`config.mk`:
```
export PLATFORM = sky130hd
export DESIGN_NAME = card_deal_scheduler
export DESIGN_NICKNAME = d
export VERILOG_FILES = /design/src/rtl/blackjack_pkg.sv /design/src/rtl/card_deal_scheduler_arb.sv /design/src/rtl/card_deal_scheduler.sv
export SDC_FILE = /design/constraint.sdc
export NUM_CORES = 1
export LEC_CHECK = 0
export BUFFER_PORTS_ARGS = -buffer_cell sky130_fd_sc_hd__buf_4
export CAP_MARGIN = 20
export CORE_MARGIN = 5
export CORE_UTILIZATION = 35
export DETAILED_ROUTE_END_ITERATION = 8
export PLACE_DENSITY_LB_ADDON = 0.05
export SKIP_LAST_GASP = 1
export SLEW_MARGIN = 20
export SYNTH_ARGS = -nofsm -noshare
export SYNTH_HDL_FRONTEND = slang
export SYNTH_SLANG_ARGS = --single-unit
```
`constraint.sdc`:
```
create_clock -name clk -period 3 [get_ports clk]
set_input_delay 0.15 -clock clk [delete_from_list [all_inputs] [get_ports clk]]
set_output_delay 0.15 -clock clk [all_outputs]
set_load 0.02 [all_outputs]
```
`src/rtl/blackjack_pkg.sv`:
```
// Shared types and constants for the card dealing path: state encoding,
// requester encoding, opening-deal order and shoe/card sizing.
package blackjack_pkg;

  localparam int CARD_W    = 4;
  localparam int MAX_CARD  = 10;
  localparam int DECK_SIZE = 52;
  localparam int CNT_W     = 6;

  typedef enum logic [2:0] {
    ST_IDLE  = 3'd0,
    ST_DEAL  = 3'd1,
    ST_DGNT  = 3'd2,
    ST_SERVE = 3'd3,
    ST_FETCH = 3'd4,
    ST_GNT   = 3'd5,
    ST_SHUF  = 3'd6
  } state_e;

  typedef enum logic [1:0] {
    REQ_PLAYER = 2'd0,
    REQ_SPLIT  = 2'd1,
    REQ_DEALER = 2'd2
  } req_e;

  // Opening deal order: player, dealer, player, dealer.
  function automatic req_e deal_target(input logic [1:0] idx);
    req_e r;
    case (idx)
      2'd0:    r = REQ_PLAYER;
      2'd1:    r = REQ_DEALER;
      2'd2:    r = REQ_PLAYER;
      default: r = REQ_DEALER;
    endcase
    return r;
  endfunction

  // Next index in a 3-entry rotation (0 -> 1 -> 2 -> 0).
  function automatic logic [1:0] rr_next(input logic [1:0] i);
    return (i == 2'd2) ? 2'd0 : i + 2'd1;
  endfunction

endpackage

```
`src/rtl/card_deal_scheduler_arb.sv`:
```
// rr_arbiter3: 3-way round-robin arbiter. ptr_q names the requester with
// the highest priority; after a served grant it moves just past the winner
// so the last-served requester drops to lowest priority.
module rr_arbiter3
  import blackjack_pkg::*;
(
  input  logic       clk,
  input  logic       rst_n,
  input  logic [2:0] req,
  input  logic       adv,
  input  logic [1:0] adv_idx,
  output logic [1:0] gnt_idx,
  output logic       gnt_any
);

  logic [1:0] ptr_q, ptr_d;
  logic [1:0] c0, c1, c2;

  // Search the requests starting at the pointer and wrapping around.
  always_comb begin
    c0      = ptr_q;
    c1      = rr_next(c0);
    c2      = rr_next(c1);
    gnt_any = 1'b1;
    gnt_idx = c0;
    if (req[c0])      gnt_idx = c0;
    else if (req[c1]) gnt_idx = c1;
    else if (req[c2]) gnt_idx = c2;
    else              gnt_any = 1'b0;
    ptr_d = adv ? rr_next(adv_idx) : ptr_q;
  end

  // Pointer register; starts with the player at top priority.
  always_ff @(posedge clk or negedge rst_n) begin
    if (!rst_n) ptr_q <= 2'd0;
    else        ptr_q <= ptr_d;
  end

endmodule

```
`src/rtl/card_deal_scheduler.sv`:
```
// Shares the single card generator between player, split hand and dealer:
// fixed 4-card opening deal, then round-robin single-card service, with
// shoe tracking and reshuffle handshake.
//
// state | meaning
// IDLE  | waiting for deal_start, requests ignored
// DEAL  | opening deal: requesting a card for deal index idx_q
// DGNT  | opening deal: grant pulse for deal index idx_q
// SERVE | waiting for a request or a new deal_start
// FETCH | requesting a card for the latched requester sel_q
// GNT   | grant pulse to sel_q, pointer advances
// SHUF  | shoe empty, waiting for shuffle_done, then back to ret_q
module card_deal_scheduler #(
  parameter int CARD_W    = blackjack_pkg::CARD_W,
  parameter int MAX_CARD  = blackjack_pkg::MAX_CARD,
  parameter int DECK_SIZE = blackjack_pkg::DECK_SIZE
) (
  input  logic              clk,
  input  logic              reset,
  input  logic              deal_start,
  input  logic              req_player,
  input  logic              req_split,
  input  logic              req_dealer,
  output logic              src_req,
  input  logic              src_valid,
  input  logic [CARD_W-1:0] src_card,
  output logic              gnt_player,
  output logic              gnt_split,
  output logic              gnt_dealer,
  output logic [CARD_W-1:0] card_out,
  output logic              init_done,
  output logic              busy,
  output logic              shuffle_req,
  input  logic              shuffle_done,
  output logic [5:0]        cards_left
);

  import blackjack_pkg::*;

  localparam logic [CNT_W-1:0]  SHOE_FULL = CNT_W'(DECK_SIZE);
  localparam logic [CARD_W-1:0] CARD_MAX  = CARD_W'(MAX_CARD);

  state_e            state_q, state_d, ret_q, ret_d, tgt;
  logic              tgt_go;
  logic [1:0]        idx_q, idx_d;
  logic [1:0]        sel_q, sel_d;
  logic              src_req_q, src_req_d;
  logic              gnt_p_q, gnt_p_d, gnt_s_q, gnt_s_d, gnt_d_q, gnt_d_d;
  logic [CARD_W-1:0] card_out_q, card_out_d;
  logic              init_done_q, init_done_d;
  logic              busy_q, busy_d;
  logic              shuffle_req_q, shuffle_req_d;
  logic [CNT_W-1:0]  cards_left_q, cards_left_d;
  logic              card_ok;
  logic              gnt_fire;
  logic [1:0]        gnt_who;
  logic [1:0]        arb_idx;
  logic              arb_any;

  assign card_ok = src_valid && (src_card != '0) && (src_card <= CARD_MAX);

  rr_arbiter3 u_arb (
    .clk     (clk),
    .rst_n   (reset),
    .req     ({req_dealer, req_split, req_player}),
    .adv     (state_q == ST_GNT),
    .adv_idx (sel_q),
    .gnt_idx (arb_idx),
    .gnt_any (arb_any)
  );

  // Next-state and next-output computation; every fetch/serve entry is
  // diverted to SHUF when the shoe is empty, remembering the intended target.
  always_comb begin
    state_d      = state_q;
    ret_d        = ret_q;
    idx_d        = idx_q;
    sel_d        = sel_q;
    card_out_d   = card_out_q;
    init_done_d  = init_done_q;
    cards_left_d = cards_left_q;
    gnt_fire     = 1'b0;
    gnt_who      = REQ_PLAYER;
    tgt          = state_q;
    tgt_go       = 1'b0;
    case (state_q)
      ST_IDLE: begin
        if (deal_start) begin
          idx_d       = 2'd0;
          init_done_d = 1'b0;
          tgt         = ST_DEAL;
          tgt_go      = 1'b1;
        end
      end
      ST_DEAL: begin
        if (card_ok) begin
          card_out_d   = src_card;
          cards_left_d = (cards_left_q != '0) ? cards_left_q - 1'b1 : '0;
          gnt_fire     = 1'b1;
          gnt_who      = deal_target(idx_q);
          state_d      = ST_DGNT;
        end
      end
      ST_DGNT: begin
        tgt_go = 1'b1;
        if (idx_q == 2'd3) begin
          init_done_d = 1'b1;
          tgt         = ST_SERVE;
        end else begin
          idx_d = idx_q + 2'd1;
          tgt   = ST_DEAL;
        end
      end
      ST_SERVE: begin
        if (deal_start) begin
          idx_d       = 2'd0;
          init_done_d = 1'b0;
          tgt         = ST_DEAL;
          tgt_go      = 1'b1;
        end else if (arb_any) begin
          sel_d  = arb_idx;
          tgt    = ST_FETCH;
          tgt_go = 1'b1;
        end
      end
      ST_FETCH: begin
        if (card_ok) begin
          card_out_d   = src_card;
          cards_left_d = (cards_left_q != '0) ? cards_left_q - 1'b1 : '0;
          gnt_fire     = 1'b1;
          gnt_who      = sel_q;
          state_d      = ST_GNT;
        end
      end
      ST_GNT: begin
        tgt    = ST_SERVE;
        tgt_go = 1'b1;
      end
      ST_SHUF: begin
        if (shuffle_done) begin
          cards_left_d = SHOE_FULL;
          state_d      = ret_q;
        end
      end
      default: state_d = ST_IDLE;
    endcase
    if (tgt_go) begin
      if (cards_left_q == '0) begin
        state_d = ST_SHUF;
        ret_d   = tgt;
      end else begin
        state_d = tgt;
      end
    end
    gnt_p_d       = gnt_fire && (gnt_who == REQ_PLAYER);
    gnt_s_d       = gnt_fire && (gnt_who == REQ_SPLIT);
    gnt_d_d       = gnt_fire && (gnt_who == REQ_DEALER);
    src_req_d     = (state_d == ST_DEAL) || (state_d == ST_FETCH);
    shuffle_req_d = (state_d == ST_SHUF);
    busy_d        = !((state_d == ST_IDLE) || (state_d == ST_SERVE));
  end

  // State and registered outputs; reset drops src_req at once.
  always_ff @(posedge clk or negedge reset) begin
    if (!reset) begin
      state_q       <= ST_IDLE;
      ret_q         <= ST_IDLE;
      idx_q         <= 2'd0;
      sel_q         <= REQ_PLAYER;
      src_req_q     <= 1'b0;
      gnt_p_q       <= 1'b0;
      gnt_s_q       <= 1'b0;
      gnt_d_q       <= 1'b0;
      card_out_q    <= '0;
      init_done_q   <= 1'b0;
      busy_q        <= 1'b0;
      shuffle_req_q <= 1'b0;
      cards_left_q  <= SHOE_FULL;
    end else begin
      state_q       <= state_d;
      ret_q         <= ret_d;
      idx_q         <= idx_d;
      sel_q         <= sel_d;
      src_req_q     <= src_req_d;
      gnt_p_q       <= gnt_p_d;
      gnt_s_q       <= gnt_s_d;
      gnt_d_q       <= gnt_d_d;
      card_out_q    <= card_out_d;
      init_done_q   <= init_done_d;
      busy_q        <= busy_d;
      shuffle_req_q <= shuffle_req_d;
      cards_left_q  <= cards_left_d;
    end
  end

  assign src_req     = src_req_q;
  assign gnt_player  = gnt_p_q;
  assign gnt_split   = gnt_s_q;
  assign gnt_dealer  = gnt_d_q;
  assign card_out    = card_out_q;
  assign init_done   = init_done_q;
  assign busy        = busy_q;
  assign shuffle_req = shuffle_req_q;
  assign cards_left  = cards_left_q;

endmodule
```
# == Yosys cells after proc, flatten, opt, wreduce, memory -nomap -nowiden ==
# Index checks and enable logic that the tools add are counted.
# W data, S select, Z words.
# classes
add_sub_neg,5
multipliers,0
n_div,0
order_cmp,4
n_eq_ne,22
shifts,0
mux,46
bitwise_logic,1
n_reduce_logical,28
# op_table
cell,count
$mux W2,12
$mux W3,8
$pmux W3 S4,2
$mux W6,3
$eq A3 B3 Y1 const B,5
$mux W1,13
$eq A2 B2 Y1 const B,6
$pmux W6 S2,1
$reduce_and A3 Y1,4
$eq A3 B2 Y1 const B,3
$lt A2 B3 Y1 const B,3
$add A2 B1 Y2 const B,4
$pmux W2 S2,2
$reduce_or A2 Y1,4
$bmux W1 S2,3
$eq A3 B1 Y1 const B,2
$logic_not A3 Y1,2
$logic_not A6 Y1,1
$ne A2 B2 Y1 const B,3
$reduce_bool A6 Y1,1
$sub A6 B1 Y6 const B,1
$logic_and A1 B1 Y1,5
$le A4 B4 Y1 const B,1
$logic_not A2 Y1,2
11 further kinds,15
# totals
reg_bits,29
latchBits,0
mem_bits_rw,0
rom_bits,0
mem_count,0

# == Longest topological paths before layout ==
# Gate-level depths: netlist of run 1.
# logic_depth
depth_word,17
mapped_depth,8

# == Hierarchy ==
# Synthesis of run 1 repeated with hierarchy kept, for this count alone.
# unflattened
hier_cells,174
area_unflattened_um2,1669.1
# by_module_without_submodules
module,instances,cells_each,area_each_um2,seq_area_each_um2
card_deal_scheduler,1,155,1517.7,679.4
rr_arbiter3,1,19,151.4,50.0

# == Worst setup path after synthesis of run 1 ==
# Ideal clock, no wire load.
# synth_timing
path_type,register to register
from,register cards_left_q[0] (netlist: cards_left[0])
to,register shuffle_req_q (netlist: shuffle_req)
setup_ps,121
arrival_time_ps,1748
required_time_ps,2879
slack_ps,1131
path_stages_with_launch,8
cell_sequence,dfrtp_1 > inv_1 > ha_1 > nand2b_1 > and2b_1 > a2111oi_0 > a21oi_1 > and4b_1
# synth_between
elab_chain_len,4
# synth_rtl
item,line_no,source
start: declaration,card_deal_scheduler.sv:53,"logic [CNT_W-1:0] cards_left_q, cards_left_d;"
start signal: assignment,card_deal_scheduler.sv:192,cards_left_q <= cards_left_d;
$logic_not A6 Y1,card_deal_scheduler.sv:148,if (cards_left_q == '0) begin
$mux W3,card_deal_scheduler.sv:148,
$mux W3,card_deal_scheduler.sv:147,if (tgt_go) begin
net state_d[1],card_deal_scheduler.sv:43,"state_e state_q, state_d, ret_q, ret_d, tgt;"
$eq A3 B3 Y1,card_deal_scheduler.sv:159,shuffle_req_d = (state_d == ST_SHUF);
net shuffle_req_d,card_deal_scheduler.sv:52,"logic shuffle_req_q, shuffle_req_d;"
end signal: assignment,card_deal_scheduler.sv:191,shuffle_req_q <= shuffle_req_d;
end: declaration,card_deal_scheduler.sv:52,
# The timed path passes the listed nets, and every way through them passes these cells.
# A chain may end at the register's enable or synchronous reset.

# == Worst setup path after layout of run 1 ==
# layout_timing
from,register state_q[2]
to,register cards_left_q[3] (netlist: cards_left[3])
# layout_between
elab_chain_len,4
# layout_rtl
item,line_no,source
start: declaration,card_deal_scheduler.sv:43,
start signal: assignment,card_deal_scheduler.sv:180,state_q <= state_d;
$eq A3 B3 Y1 / $eq A3 B1 Y1 (equally long branches),card_deal_scheduler.sv:86,case (state_q)
$reduce_or A2 Y1 (no line),--,
$ne A2 B1 Y1 (no line) / $reduce_bool A2 Y1 (equally long branches),--,
$reduce_and A3 Y1 (no line),--,
# Several ways; a longest one is shown, not always the timed one.

==> results.json, run 1 <==
{
  "status": "completed",
  "track_usage_pct": 13.6,
  "cts_buffer_depth": 2,
  "first_pass_iters": 4,
  "area_growth_pct": 21.1,
  "setup_violations": 0,
  "synth_seq_cells": 29,
  "worstPathRequired_ns": 3.17,
  "ys_seq_area_share_pct": 43.9,
  "synth_cells": 181,
  "fin_nets": 228,
  "pwr_density_cell_mw_per_mm2": 1050,
  "crit_chain": "clkinv_1, nand2_1, a211o_1, nand2b_1, o21bai_1, o2bb2ai_1",
  "maxCapViolations": 0,
  "slowest_delay_ns": 0.54,
  "cts_tree": "yes",
  "period_needed_ns": 2.06,
  "period_share_pct": 68.5,
  "antenna_found_initial": 0,
  "post_cts_buffers": 0,
  "yosysUniqueCellTypes": 44,
  "drc": 0,
  "synth_top_area_share_pct": 39.2,
  "clk_pin_slew_ns": 0.06,
  "p_comb_share_pct": 47.9,
  "place_hpwl_um": 2920,
  "ys_warn_count": 0,
  "clkSinkCount": 29,
  "drtAntennaViolNets": 0,
  "synth.avg_cell_area_um2": 9.17,
  "ys.flop_type": "dfrtp_1",
  "critPathLaunchType": "flip-flop",
  "tightest_slew_ns": 0.550,
  "fin_setup_tns_ns": 0,
  "grt_pass1_vias": 1460,
  "wire_per_inst_um": 14.7,
  "ys_top_cells_by_area": "dfrtp_1 39%, o21ai_0 5.7%, nand2_1 5.2%",
  "hp-class": "primary input to flip-flop",
  "drtIter0Drc": 85,
  "rows": 25,
  "wl_um": 3900,
  "relSlewSlack_pct": 63.4,
  "swShare_pct": 43.0,
  "vias": 1409,
  "h-tree-depth": 2,
  "fmax_mhz": 486,
  "antenna_cells": 0,
  "async_flop_share_pct": 100,
  "seqPwrFrac_pct": 35.0,
  "start_util_pct": 35.6,
  "cts_buffers": 5,
  "syn_nets": 198,
  "yosysTopAreaCell": "dfrtp_1",
  "gr-total-overflow": 0,
  "drive_gt1_share_pct": 23.6,
  "synthesis.area_mm2": 0.00166,
  "path_max_fanout": 12,
  "fillCellCount": 456,
  "drv_slew": 0,
  "fp.dieH_um": 78.9,
  "endpoint_kind": "flip-flop",
  "total_power_mw": 2.10,
  "cpMaxStageDelayCell": "dfrtp_1",
  "grt_start_max_net_pins": 30,
  "p_int_mw": 1.20,
  "grt_pass1_wl_um": 6670,
  "hold_buffers": 1,
  "hold_viol": 0,
  "critPathArrivalTime_ns": 2.22,
  "fp.dieW_um": 78.9,
  "cts.repair.resized": 0,
  "final_common_cell": "buf_4",
  "cts-root-buf": "clkbuf_8",
  "layout_common_cells": "28 x buf_4, 26 x dfrtp_1, 23 x nand2_1",
  "worstSetupPathType": "flip-flop to flip-flop",
  "core_mm2": 0.00466,
  "viasPerCell": 5.30,
  "vdd_drop_max_mv": 0.347,
  "p_clk_share_pct": 17.0,
  "port_buffers": 28,
  "skew_ns": 0.00551,
  "gp_congestion": 0.850,
  "rrSetupSlack_ns": 0.94,
  "rsz0062_at_grt": "no",
  "io_pins": 29,
  "clock_latency_ns": 0.28,
  "cellLeakagePower_nw": 0.907,
  "p_switching_mw": 0.905,
  "dieArea_mm2": 0.00622,
  "synth_edf_count": 0
}
power by group through the flow:
stage          Sequential (mW)  Clock, mW  Combinational (mW)
2_1_floorplan            0.758          0               0.685
3_3_place_gp             0.739          0                1.01
3_5_place_dp             0.743          0                1.01
4_1_cts                  0.736      0.374                1.02
5_1_grt                  0.764      0.398                1.13
6_report                 0.737      0.358                1.01
cell type report:
cell class / count / area, um^2 / share of cell area, %
inverters: 14 / 52.6 / 2.61
clock inverters: 1 / 5.00 / 0.249
well taps: 54 / 67.6 / 3.36
flip-flops and latches: 29 / 729 / 36.3
multi-input cells: 132 / 840 / 41.8
repair buffers: 29 / 220 / 11.0
clock buffers: 7 / 96.3 / 4.79
stage by stage:
step	hold slack, ns	util, %	cells	worst slack (ns)	area [um^2]
after detailed placement	0.107	40.8	257	0.971	1900
after global routing	0.109	43.1	266	0.745	2010
after global placement	0.100	40.8	257	0.983	1900
after CTS	0.111	43.1	266	0.954	2010
after floorplan	-0.146	-	181	1.13	1660
final	0.116	43.1	266	0.944	2010
cell usage after synthesis (2+ instances only):
cell type and count:
dfrtp_1 26, nand2_1 23, o21ai_0 19, a21oi_1 14, nor2_1 13, inv_1 12
nand2b_1 7, mux2_2 6, a31oi_1 5, ha_1 5, nor3_1 5, buf_2 4
dfstp_2 3, nor2b_1 3, and2b_1 2, mux2i_1 2, o21bai_1 2, o22a_1 2
o2bb2ai_1 2, or4_1 2
critical path, delay by kind of cell, from the launching register on:
kind | cells | cell delay (ns)
AOI/OAI and AO/OA | 3 | 0.59
DFF | 1 | 0.54
and+or+nand+nor | 2 | 0.49
buffers and inverters | 1 | 0.33
sequential cells by signal, summed over array words and instances, names as in the netlist, 2 cells and up:
signal and flops:
cards_left 6, card_out 4, ret_q 3, state_q 3, idx_q 2, sel_q 2, u_arb.c0 2
layer usage:
metal | vias up | routed length, um | GRT usage [%]
met5 | - | 0 | 0
met1 | 671 | 1820 | 16.7
li1 | 700 | - | -
met3 | 5 | 125 | 3.40
met4 | 0 | 53 | 4.64
met2 | 33 | 1900 | 23.4
kinds of logic (layout without fill, tap and decap cells):
kind of cell             after synthesis  after routing  synth area share (%)
AO/OA/AOI/OAI                         58             58                  23.3
buffers and inverters                 20             51                  5.50
adder cells (fa/ha/maj)                5              5                  3.77
multiplexers                           8              8                  5.27
AND/OR/NAND/NOR                       61             61                  18.2
flip-flops                            29             29                  43.9
final timing paths:
kind / end / depth (start not counted) / startpoint
worst min register to register: card_out[3]$_DFFE_PN0P_ / 2 / card_out[3]$_DFFE_PN0P_
min in group asynchronous: u_arb.c0[0]$_DFFE_PN0P_ / 2 / reset
max in group asynchronous: cards_left[4]$_DFFE_PN1P_ / 2 / reset
worst min-delay path: card_out[0]$_DFFE_PN0P_ / 2 / src_card[0]
worst max-delay path: cards_left[3]$_DFFE_PN0P_ / 6 / state_q[2]$_DFF_PN0_
worst max register to register: cards_left[3]$_DFFE_PN0P_ / 6 / state_q[2]$_DFF_PN0_
(Power assumes the default switching activity.)
==> run 2, diff against run 1 <==
clock period = 2.12 ns   (was 3 ns; I/O delays follow)
==> run 2 against run 1 <==
Hold slack worse by 0.040 ns; clock skew down 0.0033 ns; design area grew 1.6%; critical path type unchanged.
==> results.json, run 2 (synthesis gave the netlist of run 1 again) <==
{
  "fin_nets": 233,
  "wl_um": 3850,
  "start_util_pct": 35.6,
  "h-tree-depth": 2,
  "grt_pass1_wl_um": 6790,
  "relSlewSlack_pct": 69.0,
  "track_usage_pct": 14.0,
  "clkSinkCount": 29,
  "clock_latency_ns": 0.27,
  "crit_chain": "inv_1, ha_1, nand2b_1, and2b_1, a2111oi_2, a21oi_1, and4b_1",
  "fin_setup_tns_ns": 0,
  "cts-root-buf": "clkbuf_8",
  "cpMaxStageDelayCell": "dfrtp_1",
  "place_hpwl_um": 2980,
  "dp_cells": 262,
  "cts_buffers": 5,
  "path_max_fanout": 6,
  "tightest_slew_ns": 0.462,
  "gp_congestion": 0.798,
  "drive_gt1_share_pct": 24.9,
  "vdd_drop_max_mv": 0.469,
  "critPathArrivalTime_ns": 2.02,
  "skew_ns": 0.00223,
  "period_share_pct": 87.5,
  "largest_reg_flops": 6,
  "io_pins": 29,
  "fp.dieW_um": 78.9,
  "cellLeakagePower_nw": 0.922,
  "worstSetupPathType": "flip-flop to flip-flop",
  "area_growth_pct": 23.1,
  "setup_violations": 0,
  "core_mm2": 0.00466,
  "antenna_cells": 0,
  "rows": 25,
  "fp.dieH_um": 78.9,
  "grt_pass1_vias": 1444,
  "crit_family": "simple AND/OR/NAND/NOR gates",
  "status": "completed",
  "final_common_cell": "buf_4",
  "cts_tree": "yes",
  "dieArea_mm2": 0.00622,
  "drc": 0,
  "drtIter0Drc": 63,
  "period_needed_ns": 1.85,
  "cp.buffers_inverters": 1,
  "cts_buffer_depth": 2,
  "maxCapViolations": 0,
  "antenna_found_initial": 0,
  "vias": 1454,
  "pwr_density_cell_mw_per_mm2": 1470,
  "hp-class": "primary input to flip-flop",
  "clk_pin_slew_ns": 0.06,
  "critPathLaunchType": "flip-flop",
  "endpoint_kind": "flip-flop",
  "fmax_mhz": 539,
  "port_buffers": 28,
  "hp-start": "src_card[0]",
  "grt_start_max_net_pins": 30,
  "critical_path.startpoint": "cards_left[0]$_DFFE_PN0P_",
  "layout_common_cells": "33 x buf_4, 26 x dfrtp_1, 23 x nand2_1",
  "reg2reg_from": "cards_left[0]$_DFFE_PN0P_",
  "wire_per_inst_um": 14.2,
  "slowest_delay_ns": 0.42,
  "viasPerCell": 5.37,
  "drv_slew": 0,
  "worstPathRequired_ns": 2.28,
  "rsz0062_at_grt": "no",
  "post_cts_buffers": 0,
  "first_pass_iters": 4,
  "drtAntennaViolNets": 0,
  "hold_viol": 0,
  "gr-total-overflow": 0,
  "finalNonFillerCells": 271
}
[run 2: path summary, 6_finish.rpt]
kind                                                   to  slack (ns)  cells past startpoint
min in group asynchronous         u_arb.c0[0]$_DFFE_PN0P_        0.29                      2
worst min-delay path              card_out[0]$_DFFE_PN0P_        0.08                      2
worst max register to register      shuffle_req$_DFF_PN0_        0.27                      7
max in group asynchronous       cards_left[2]$_DFFE_PN1P_        1.52                      2
worst max-delay path                shuffle_req$_DFF_PN0_        0.27                      7
worst min register to register    card_out[3]$_DFFE_PN0P_        0.49                      2
[run 2: through the flow]
stage	setup WS [ns]	total power [mW]	hold WS (ns)	util, %	area (um^2)
5_1_grt	0.0799	3.29	0.0718	43.8	2040
4_1_cts	0.187	3.03	0.0693	43.7	2040
3_3_place_gp	0.259	2.53	0.0532	41.6	1940
2_1_floorplan	0.251	2.04	-0.190	-	1660
3_5_place_dp	0.199	2.54	0.0545	41.6	1940
6_report	0.266	3.01	0.0763	43.8	2040
[run 2: power by group]
group	switching (mW)	leakage, nW	internal [mW]
logic	0.888	0.520	0.665
clock network	0.200	0.0455	0.264
registers	0.197	0.357	0.795
[run 2: cell type report]
class                           count  area, um^2
Multi-Input combinational cell    132         846
Fill cell                         454        2620
Clock buffer                        8        90.1
Tap cell                           54        67.6
Timing Repair Buffer               34         258
Sequential cell                    29         729
Inverter                           14        52.6
[run 2: routing by layer]
layer  track usage (%)  vias up  part of all wire (%)
met5                 0        -                     0
met4              5.84        0                   2.3
met3              4.20        6                   4.6
met2              22.8       33                    49
met1              17.2      702                    44
li1                  -      713                     -
[run 2: what timing repair did]
action,in CTS,in global routing
hold endpoints to repair,26,0
setup endpoints to repair,0,1
resized for setup,0,2
hold buffers,1,0
[run 2: worst register-to-register path, delay by kind of cell (launching register included)]
family / cells / cell delay, ns
flops: 1 / 0.42
compound gates: 2 / 0.50
buf+inv: 1 / 0.08
fa+ha+maj: 1 / 0.20
simple gates: 3 / 0.55
